### config.mk
export PLATFORM = sky130hd
export DESIGN_NAME = ir_prefetch_queue
export DESIGN_NICKNAME = d
export VERILOG_FILES = /design/src/rtl/ir_prefetch_queue.sv
export SDC_FILE = /design/constraint.sdc
export NUM_CORES = 1
export LEC_CHECK = 0
export ABC_AREA = 1
export CAP_MARGIN = 15
export CORE_AREA = 2 2 95 70
export CTS_CLUSTER_SIZE = 8
export DETAILED_ROUTE_END_ITERATION = 6
export DIE_AREA = 0 0 97 72
export PLACE_DENSITY = 0.87
export SLEW_MARGIN = 20
export SYNTH_ARGS = -nofsm -noshare
export SYNTH_HDL_FRONTEND = slang
export SYNTH_SLANG_ARGS = --single-unit
### constraint.sdc
create_clock -name clk -period 5.88 [get_ports clk]
set_clock_uncertainty 0.05 [all_clocks]
set_input_delay 0.588 -clock clk [delete_from_list [all_inputs] [get_ports clk]]
set_output_delay 0.588 -clock clk [all_outputs]
set_load 0.01 [all_outputs]
### src/rtl/ir_prefetch_queue.sv
// rtl/ir_prefetch_queue.sv - instruction register fed by a DEPTH-entry prefetch FIFO
module ir_prefetch_queue #(
    parameter int         TYPE_W       = 2,
    parameter int         CODE_W       = 3,
    parameter int         OPND_W       = 8,
    parameter int         DEPTH        = 4,
    parameter logic [2:0] DECODE_STATE = 3'b001,
    localparam int        INSTR_W      = TYPE_W + CODE_W + OPND_W,
    localparam int        CNT_W        = $clog2(DEPTH) + 1
) (
    input  logic               clk,
    input  logic               reset,
    input  logic [INSTR_W-1:0] rom_data,
    input  logic               fetch_valid,
    output logic               fetch_ready,
    input  logic [2:0]         state,
    input  logic               flush,
    output logic [TYPE_W-1:0]  instruction_type,
    output logic [CODE_W-1:0]  instruction_code,
    output logic [OPND_W-1:0]  literal_or_address,
    output logic               ir_valid,
    output logic               decode_stall,
    output logic [CNT_W-1:0]   count
);

    localparam int PTR_W = $clog2(DEPTH);

    logic [INSTR_W-1:0] mem [DEPTH];
    logic [PTR_W-1:0]   wr_ptr;
    logic [PTR_W-1:0]   rd_ptr;
    logic               push;
    logic               pop;
    logic               decode_req;
    logic [INSTR_W-1:0] head;

    assign fetch_ready = (count != CNT_W'(DEPTH)) && !reset;
    assign push        = fetch_valid && fetch_ready;
    assign decode_req  = (state == DECODE_STATE);
    // Pop only sees words pushed at earlier edges: no same-cycle bypass.
    assign pop         = decode_req && (count != '0);
    assign head        = mem[rd_ptr];

    // Storage has no reset; count and pointers alone define what is valid.
    always_ff @(posedge clk) begin
        if (push && !flush) begin
            mem[wr_ptr] <= rom_data;
        end
    end

    always_ff @(posedge clk) begin
        if (reset) begin
            wr_ptr             <= '0;
            rd_ptr             <= '0;
            count              <= '0;
            ir_valid           <= 1'b0;
            decode_stall       <= 1'b0;
            instruction_type   <= '0;
            instruction_code   <= '0;
            literal_or_address <= '0;
        end else if (flush) begin
            wr_ptr       <= '0;
            rd_ptr       <= '0;
            count        <= '0;
            ir_valid     <= 1'b0;
            decode_stall <= 1'b0;
        end else begin
            if (push) begin
                wr_ptr <= wr_ptr + 1'b1;
            end
            if (pop) begin
                rd_ptr             <= rd_ptr + 1'b1;
                instruction_type   <= head[INSTR_W-1 -: TYPE_W];
                instruction_code   <= head[OPND_W +: CODE_W];
                literal_or_address <= head[OPND_W-1:0];
            end
            if (decode_req) begin
                ir_valid <= pop;
            end
            count        <= count + CNT_W'(push) - CNT_W'(pop);
            decode_stall <= decode_req && !pop;
        end
    end

endmodule
==> metrics.json, run 1 <==
{
  "synth_cells": {"value": 348},
  "finalWorstSetupSlack": {"value": 3.01, "unit": "ns"},
  "grt_pass1_vias": {"value": 2244},
  "dpl_worst_slack": {"value": 2.66, "unit": "ns"},
  "syn_nets": {"value": 375},
  "fill_cells": {"value": 460},
  "dp.cells": {"value": 457},
  "nature_of_the_critical_path_startpoint": {"value": "primary input"},
  "drtIter0Drc": {"value": 171},
  "floorplan.initialDensity": {"value": 0.537},
  "hold_crit_class": {"value": "flop to flop"},
  "cellLeakagePower": {"value": 1.71, "unit": "nW"},
  "grt_remaining_overflow": {"value": 0},
  "arrival_time_of_the_worst_setup_path": {"value": 3.06, "unit": "ns"},
  "synth_simple_gate_area_frac": {"value": 0.240},
  "fp-row-count": {"value": 24},
  "synthAdderAreaFrac": {"value": 0.0294},
  "vias": {"value": 2276},
  "timing.max_slew.rel_slack": {"value": 0.538},
  "largest_net_degree_at_the_start_of_global_routing": {"value": 30},
  "fin_cells": {"value": 473},
  "fp.dieArea": {"value": 6980, "unit": "sq um"},
  "grt_first_pass_wirelength": {"value": 10400, "unit": "microns"},
  "groute.usage.overall": {"value": 0.196},
  "run_status": {"value": "finished clean"},
  "synthesis.area": {"value": 3240, "unit": "sq um"},
  "cts.repair_timing.setup_buffer_count": {"value": 0},
  "antenna-diode-count": {"value": 0},
  "post_synthesis_average_cell_area": {"value": 9.31, "unit": "sq um"},
  "synth.yosys.warnings": {"value": 0},
  "routed_via_density": {"value": 4.81},
  "power-per-cell-area": {"value": 276, "unit": "nW/um^2"},
  "placeableCoreArea": {"value": 6040, "unit": "sq um"},
  "synth-xor-area-share": {"value": 0.00541},
  "detailed_place_hpwl": {"value": 4030, "unit": "microns"},
  "max_slew.worst_pin.slew": {"value": 0.692, "unit": "ns"},
  "final_antenna_net_count": {"value": 0},
  "cts.htree.levels": {"value": 3},
  "share_of_synthesized_area_occupied_by_flip_flops_and_latches": {"value": 0.618},
  "cts_hold_buf": {"value": 0},
  "crit_path_end_kind": {"value": "flop"},
  "final_layout_size_suffix_gt1_frac": {"value": 0.0835},
  "chipWidth": {"value": 97, "unit": "microns"},
  "cts.sink_count": {"value": 74},
  "timing_hold_violations_final": {"value": 0},
  "final_nets": {"value": 417},
  "detail_route.drc_violations": {"value": 0},
  "routed_wirelength_normalized_by_instance_count": {"value": 13.4, "unit": "microns"},
  "wl_met3": {"value": 510, "unit": "microns"},
  "clock_latency_on_the_worst_skew_pair": {"value": 0.34, "unit": "ns"},
  "timing.final.crit_period": {"value": 2.87, "unit": "ns"},
  "clock_tree.buffer_depth": {"value": 2},
  "clock-root-buffer": {"value": "sky130_fd_sc_hd__clkbuf_8"},
  "worstPathMaxFanout": {"value": 14},
  "synth_compound_gate_area_share": {"value": 0.00772},
  "worst-endpoint-required": {"value": 6.07, "unit": "ns"},
  "top_level_ports": {"value": 39},
  "post_cts_resized": {"value": 0},
  "worst_ir_drop_vdd": {"value": 0.176, "unit": "mV"},
  "die_y": {"value": 72, "unit": "microns"},
  "finalMaxSlewViolations": {"value": 0},
  "area_growth": {"value": 20.4, "unit": "%"},
  "drt_wl_total": {"value": 6350, "unit": "microns"},
  "grt_setup_unrepaired": {"value": "false"},
  "synth_cell_type_count": {"value": 24},
  "detail_route.first_pass.iterations": {"value": 5},
  "synth_top_family_by_area": {"value": "simple AND/OR/NAND/NOR gates"},
  "critical_path_class": {"value": "primary input to flop"},
  "number_of_synthesized_register_bits": {"value": 74},
  "path_clk_slew": {"value": 0.08, "unit": "ns"},
  "final.period_utilization": {"value": 0.487},
  "finalSetupViolations": {"value": 0},
  "synth.area.mux_share": {"value": 0},
  "drt-met1-wl": {"value": 2780, "unit": "microns"},
  "place.gp.congestion": {"value": 0.756},
  "grt_antenna_before_repair": {"value": 0},
  "setup_total_negative_slack": {"value": 0, "unit": "ns"},
  "max_cap_violations": {"value": 0},
  "numCtsBuffers": {"value": 9},
  "routed.top_layer": {"value": "met4"},
  "detailroute.wirelength.met2": {"value": 2990, "unit": "microns"},
  "tritoncts_clock_tree": {"value": "built"},
  "numPortBuffers": {"value": 38},
  "max_freq": {"value": 349, "unit": "MHz"}
}
-- layout make-up --
type | count | area, sq um | area share
inverters | 59 | 224 | 0.0574
flip-flops and latches | 74 | 2000 | 0.513
well taps | 78 | 97.6 | 0.0250
clock buffers | 9 | 124 | 0.0318
clock inverters | 7 | 118 | 0.0302
multi-input cells | 203 | 916 | 0.235
repair buffers | 43 | 418 | 0.107
-- placed cells by master, fill, tap and decap left out, types with 3 or more instances in the layout --
master	count
sky130_fd_sc_hd__a21oi_1	3
sky130_fd_sc_hd__buf_4	5
sky130_fd_sc_hd__bufinv_16	3
sky130_fd_sc_hd__clkbuf_8	9
sky130_fd_sc_hd__clkdlybuf4s50_1	38
sky130_fd_sc_hd__dfxtp_1	22
sky130_fd_sc_hd__edfxtp_1	52
sky130_fd_sc_hd__ha_1	6
sky130_fd_sc_hd__inv_1	58
sky130_fd_sc_hd__nand2_1	121
sky130_fd_sc_hd__nand2_2	9
sky130_fd_sc_hd__nand3_1	16
sky130_fd_sc_hd__nor2_1	39
-- sequential cells by signal, summed over array words and instances (netlist names) --
register / flops
wr_ptr: 2
instruction_code: 3
instruction_type: 2
count: 3
literal_or_address: 8
ir_valid: 1
mem: 52
rd_ptr: 2
decode_stall: 1
-- path summary, 6_finish.rpt --
path | cells after the start | endpoint | slack [ns] | startpoint
max | 10 | count[2] | 3.01 | reset
min | 2 | ir_valid | 0.46 | ir_valid
max reg2reg | 11 | count[2] | 3.62 | count[1]
min reg2reg | 2 | ir_valid | 0.46 | ir_valid
-- cells by family after synthesis --
family                   count (synthesis)
AND/OR/NAND/NOR                        189
flip-flops                              74
buffers and inverters                   71
adder cells (fa/ha/maj)                  7
AO/OA/AOI/OAI                            5
XOR/XNOR                                 2
-- routing by layer --
layer / vias up / global-route usage
li1: 1145 / -
met1: 1036 / 0.240
met2: 88 / 0.334
met3: 7 / 0.0588
met4: 0 / 0.0767
met5: - / 0
-- worst max-delay path, cell delays in order --
cell and delay (ns):
sky130_fd_sc_hd__clkdlybuf4s50_1 0.44, sky130_fd_sc_hd__inv_1 0.40, sky130_fd_sc_hd__nand3_1 0.29, sky130_fd_sc_hd__ha_1 0.37
sky130_fd_sc_hd__inv_1 0.04, sky130_fd_sc_hd__ha_1 0.18, sky130_fd_sc_hd__fa_1 0.37, sky130_fd_sc_hd__xnor2_1 0.17
sky130_fd_sc_hd__xor2_1 0.15, sky130_fd_sc_hd__nor2_1 0.05
-- Yosys cell counts, drive strengths merged --
cell,number,area share
a21oi,3,0.0046
buf,10,0.027
clkbuf,2,0.0027
dfxtp,22,0.14
edfxtp,52,0.48
fa,1,0.0062
ha,6,0.023
inv,59,0.069
nand2,130,0.16
nand3,17,0.030
nor2,41,0.051
nor4,1,0.0019
o21ai,2,0.0031
xnor2,1,0.0027
xor2,1,0.0027
-- stage by stage --
| stage | power [W] | area, sq um | hold slack, ns | util |
|---|---|---|---|---|
| floorplan | 0.000596 | 3240 | 0.445 | - |
| global placement | 0.000620 | 3660 | 0.441 | 0.606 |
| detailed placement | 0.000622 | 3660 | 0.443 | 0.606 |
| CTS | 0.00108 | 3900 | 0.457 | 0.646 |
| global route | 0.00111 | 3900 | 0.494 | 0.646 |
| finish | 0.00107 | 3900 | 0.459 | 0.646 |
-- power by group --
part / internal (W) / switching, W
logic: 0.0000215 / 0.0000247
clock network: 0.000281 / 0.000183
registers: 0.000562 / 0.00000223
total: 0.000865 / 0.000210
(Power assumes the default switching activity.)
==> inputs of run 2 (changes only) <==
--- a/config.mk
+++ b/config.mk
@@ -7,11 +7,11 @@
 export LEC_CHECK = 0
 export ABC_AREA = 1
 export CAP_MARGIN = 15
-export CORE_AREA = 2 2 95 70
+export CORE_AREA = 2 2 100 73
 export CTS_CLUSTER_SIZE = 8
 export DETAILED_ROUTE_END_ITERATION = 6
-export DIE_AREA = 0 0 97 72
-export PLACE_DENSITY = 0.87
+export DIE_AREA = 0 0 102 75
+export PLACE_DENSITY = 0.84
 export SLEW_MARGIN = 20
 export SYNTH_ARGS = -nofsm -noshare
 export SYNTH_HDL_FRONTEND = slang
==> constraint.sdc (replaced) <==
create_clock -name clk -period 2.41 [get_ports clk]
set_clock_uncertainty 0.05 [all_clocks]
set_input_delay 0.241 -clock clk [delete_from_list [all_inputs] [get_ports clk]]
set_output_delay 0.241 -clock clk [all_outputs]
set_load 0.01 [all_outputs]
==> metrics.json, run 2 (same netlist as run 1, synthesis figures left out) <==
{
  "grt_antenna_before_repair": {"value": 0, "change": "unchanged"},
  "fin_util": {"value": 0.599, "change": "-0.0467"},
  "max_slew.worst_pin.slew": {"value": 0.553, "unit": "ns", "change": "-0.139 ns"},
  "cts.sink_count": {"value": 74, "change": "unchanged"},
  "nature_of_the_critical_path_startpoint": {"value": "flop"},
  "drt_wl_total": {"value": 6480, "unit": "microns", "change": "+2.1%"},
  "finalSetupViolations": {"value": 0, "change": "unchanged"},
  "numCtsBuffers": {"value": 9, "change": "unchanged"},
  "grt_first_pass_wirelength": {"value": 10500, "unit": "microns", "change": "+0.66%"},
  "holdWs": {"value": 0.464, "unit": "ns", "change": "+0.00487 ns"},
  "worst_hold_path_depth": {"value": 4, "change": "+2"},
  "post_cts_resized": {"value": 0, "change": "unchanged"},
  "grt_pass1_vias": {"value": 2235, "change": "-0.40%"},
  "dp.cells": {"value": 479, "change": "+4.8%"},
  "placedInstanceArea": {"value": 3720, "unit": "sq um", "change": "+1.8%"},
  "worstPathMaxFanout": {"value": 4, "change": "-10"},
  "slowest_cell_on_crit_path": {"value": "sky130_fd_sc_hd__fa_1"},
  "hold_crit_class": {"value": "flop to flop"},
  "fin_area": {"value": 3970, "unit": "sq um", "change": "+1.9%"},
  "detail_route.first_pass.iterations": {"value": 4, "change": "-1"},
  "power-per-cell-area": {"value": 655, "unit": "nW/um^2", "change": "+140%"},
  "chipWidth": {"value": 102, "unit": "microns", "change": "+5.2%"},
  "cts.repair_timing.setup_buffer_count": {"value": 0, "change": "unchanged"},
  "tritoncts_clock_tree": {"value": "built"},
  "worst_ir_drop_vdd": {"value": 0.307, "unit": "mV", "change": "+74%"},
  "worst_r2r_endpoint": {"value": "count[2]"},
  "fp-row-count": {"value": 25, "change": "+4.2%"},
  "timing_hold_violations_final": {"value": 0, "change": "unchanged"},
  "worst-r2r-setup-slack": {"value": 0.14, "unit": "ns", "change": "-3.48 ns"},
  "grt_setup_unrepaired": {"value": "false"},
  "grt_remaining_overflow": {"value": 0, "change": "unchanged"},
  "cts_hold_buf": {"value": 0, "change": "unchanged"},
  "largest_net_degree_at_the_start_of_global_routing": {"value": 30, "change": "unchanged"},
  "routed_wirelength_normalized_by_instance_count": {"value": 13.1, "unit": "microns", "change": "-2.5%"},
  "launch_point_of_the_worst_reg_to_reg_path": {"value": "count[1]"},
  "timing.max_slew.rel_slack": {"value": 0.631, "change": "+0.0928"},
  "run_status": {"value": "finished clean"},
  "finalPower": {"value": 0.00260, "unit": "W", "change": "+140%"},
  "top_register": {"value": "mem"},
  "vias": {"value": 2299, "change": "+1.0%"},
  "routed_via_density": {"value": 4.64, "change": "-3.5%"},
  "clock_latency_on_the_worst_skew_pair": {"value": 0.35, "unit": "ns", "change": "about the same"},
  "drtIter0Drc": {"value": 179, "change": "+4.7%"},
  "place.gp.congestion": {"value": 0.679, "change": "-10%"},
  "timing.final.crit_period": {"value": 2.27, "unit": "ns"},
  "fin_cells": {"value": 495, "change": "+4.7%"},
  "detail_route.drc_violations": {"value": 0, "change": "unchanged"},
  "rr_worst_depth": {"value": 11, "change": "unchanged"},
  "placeableCoreArea": {"value": 6630, "unit": "sq um", "change": "+9.9%"},
  "die_y": {"value": 75, "unit": "microns", "change": "+4.2%"},
  "final_layout_size_suffix_gt1_frac": {"value": 0.105, "change": "+0.0212"},
  "worst-endpoint-required": {"value": 2.61, "unit": "ns", "change": "-3.46 ns"},
  "max_cap_violations": {"value": 0, "change": "unchanged"},
  "capture_endpoint_of_the_worst_hold_path": {"value": "instruction_code[2]"},
  "min_delay_startpoint": {"value": "instruction_code[2]"},
  "arrival_time_of_the_worst_setup_path": {"value": 2.46, "unit": "ns", "change": "-0.60 ns"},
  "area_growth": {"value": 22.7, "unit": "%"},
  "final.period_utilization": {"value": 0.940},
  "largest_reg_flops": {"value": 52, "change": "unchanged"},
  "path_cells": {"value": "nor2_4 -> nand2_2 -> nand2_2 -> inv_1 -> ha_1 -> inv_1 -> ha_1 -> fa_1 -> xnor2_2 -> xor2_1 -> nor2_1"},
  "cellLeakagePower": {"value": 1.76, "unit": "nW", "change": "+2.7%"},
  "floorplan.initialDensity": {"value": 0.488, "change": "-0.0482"},
  "critical_path_class": {"value": "flop to flop"},
  "clock-root-buffer": {"value": "sky130_fd_sc_hd__clkbuf_8"},
  "largest_registers": {"value": "mem: 52 flops, literal_or_address: 8 flops"},
  "detailed_place_hpwl": {"value": 4210, "unit": "microns", "change": "+4.6%"},
  "most-common-layout-cells": {"value": "120 x sky130_fd_sc_hd__nand2_1, 58 x sky130_fd_sc_hd__inv_1, 52 x sky130_fd_sc_hd__edfxtp_1"},
  "fp.dieArea": {"value": 7650, "unit": "sq um", "change": "+9.5%"},
  "numPortBuffers": {"value": 38, "change": "unchanged"},
  "antenna-diode-count": {"value": 0, "change": "unchanged"},
  "final_antenna_net_count": {"value": 0, "change": "unchanged"},
  "clock_tree.buffer_depth": {"value": 2, "change": "unchanged"},
  "groute.usage.overall": {"value": 0.189, "change": "-0.00660"},
  "final_nets": {"value": 423, "change": "+1.4%"},
  "path_clk_slew": {"value": 0.08, "unit": "ns", "change": "about the same"},
  "cts.htree.levels": {"value": 3, "change": "unchanged"},
  "max_stage_delay": {"value": 0.41, "unit": "ns", "change": "-0.03 ns"},
  "mostFrequentLayoutCell": {"value": "sky130_fd_sc_hd__nand2_1"},
  "max_freq": {"value": 441, "unit": "MHz"},
  "finalMaxSlewViolations": {"value": 0, "change": "unchanged"},
  "timing.critical_path.max_delay_family": {"value": "adder cells"},
  "crit_path_end_kind": {"value": "flop"},
  "path_buf_inv": {"value": 2, "change": "-1"},
  "top_level_ports": {"value": 39, "change": "unchanged"}
}
[run 2: worst reg2reg max path, delay by kind of cell, from the launching register on]
| kind | cells | cell delay [ns] |
|---|---|---|
| buffers and inverters | 2 | 0.09 |
| AND/OR/NAND/NOR | 4 | 0.45 |
| XOR/XNOR | 2 | 0.33 |
| flip-flops | 1 | 0.38 |
| adder cells (fa/ha/maj) | 3 | 0.86 |
[run 2: cell type report]
type | instances | area [sq um]
Sequential cell | 74 | 2000
Timing Repair Buffer | 49 | 463
Clock inverter | 5 | 85.1
Clock buffer | 11 | 151
Inverter | 59 | 224
Fill cell | 555 | 2660
Tap cell | 94 | 118
Multi-Input combinational cell | 203 | 931
[run 2: worst max path at each step]
stage              from        to  slack [ns]  cells after the start
2_1_floorplan  count[1]  count[2]        0.28                     11
3_3_place_gp   state[1]  count[2]        0.03                     13
3_5_place_dp   state[1]  count[2]       -0.09                     13
4_1_cts        count[1]  count[2]        0.11                     11
5_1_grt        count[1]  count[2]        0.03                     11
6_report       count[1]  count[2]        0.14                     11
[run 2: power breakdown]
part           internal [W]  leakage, nW  switching [W]
registers           0.00137        0.647     0.00000633
logic             0.0000570        0.993      0.0000635
clock network      0.000644        0.116       0.000461
total               0.00207         1.76       0.000531
[run 2: stage by stage]
step / TNS (ns) / setup slack, ns
floorplan: 0 / 0.279
global placement: 0 / 0.0287
detailed placement: -0.0862 / -0.0862
CTS: 0 / 0.115
global route: 0 / 0.0309
finish: 0 / 0.144
[run 2: layer usage]
metal  up-vias  global-route usage  routed length (microns)
met2        48               0.336                     3330
met5         -                   0                        0
met1      1079               0.205                     2620
met3        17              0.0650                      358
met4         0              0.0978                      169
li1       1155                   -                        -
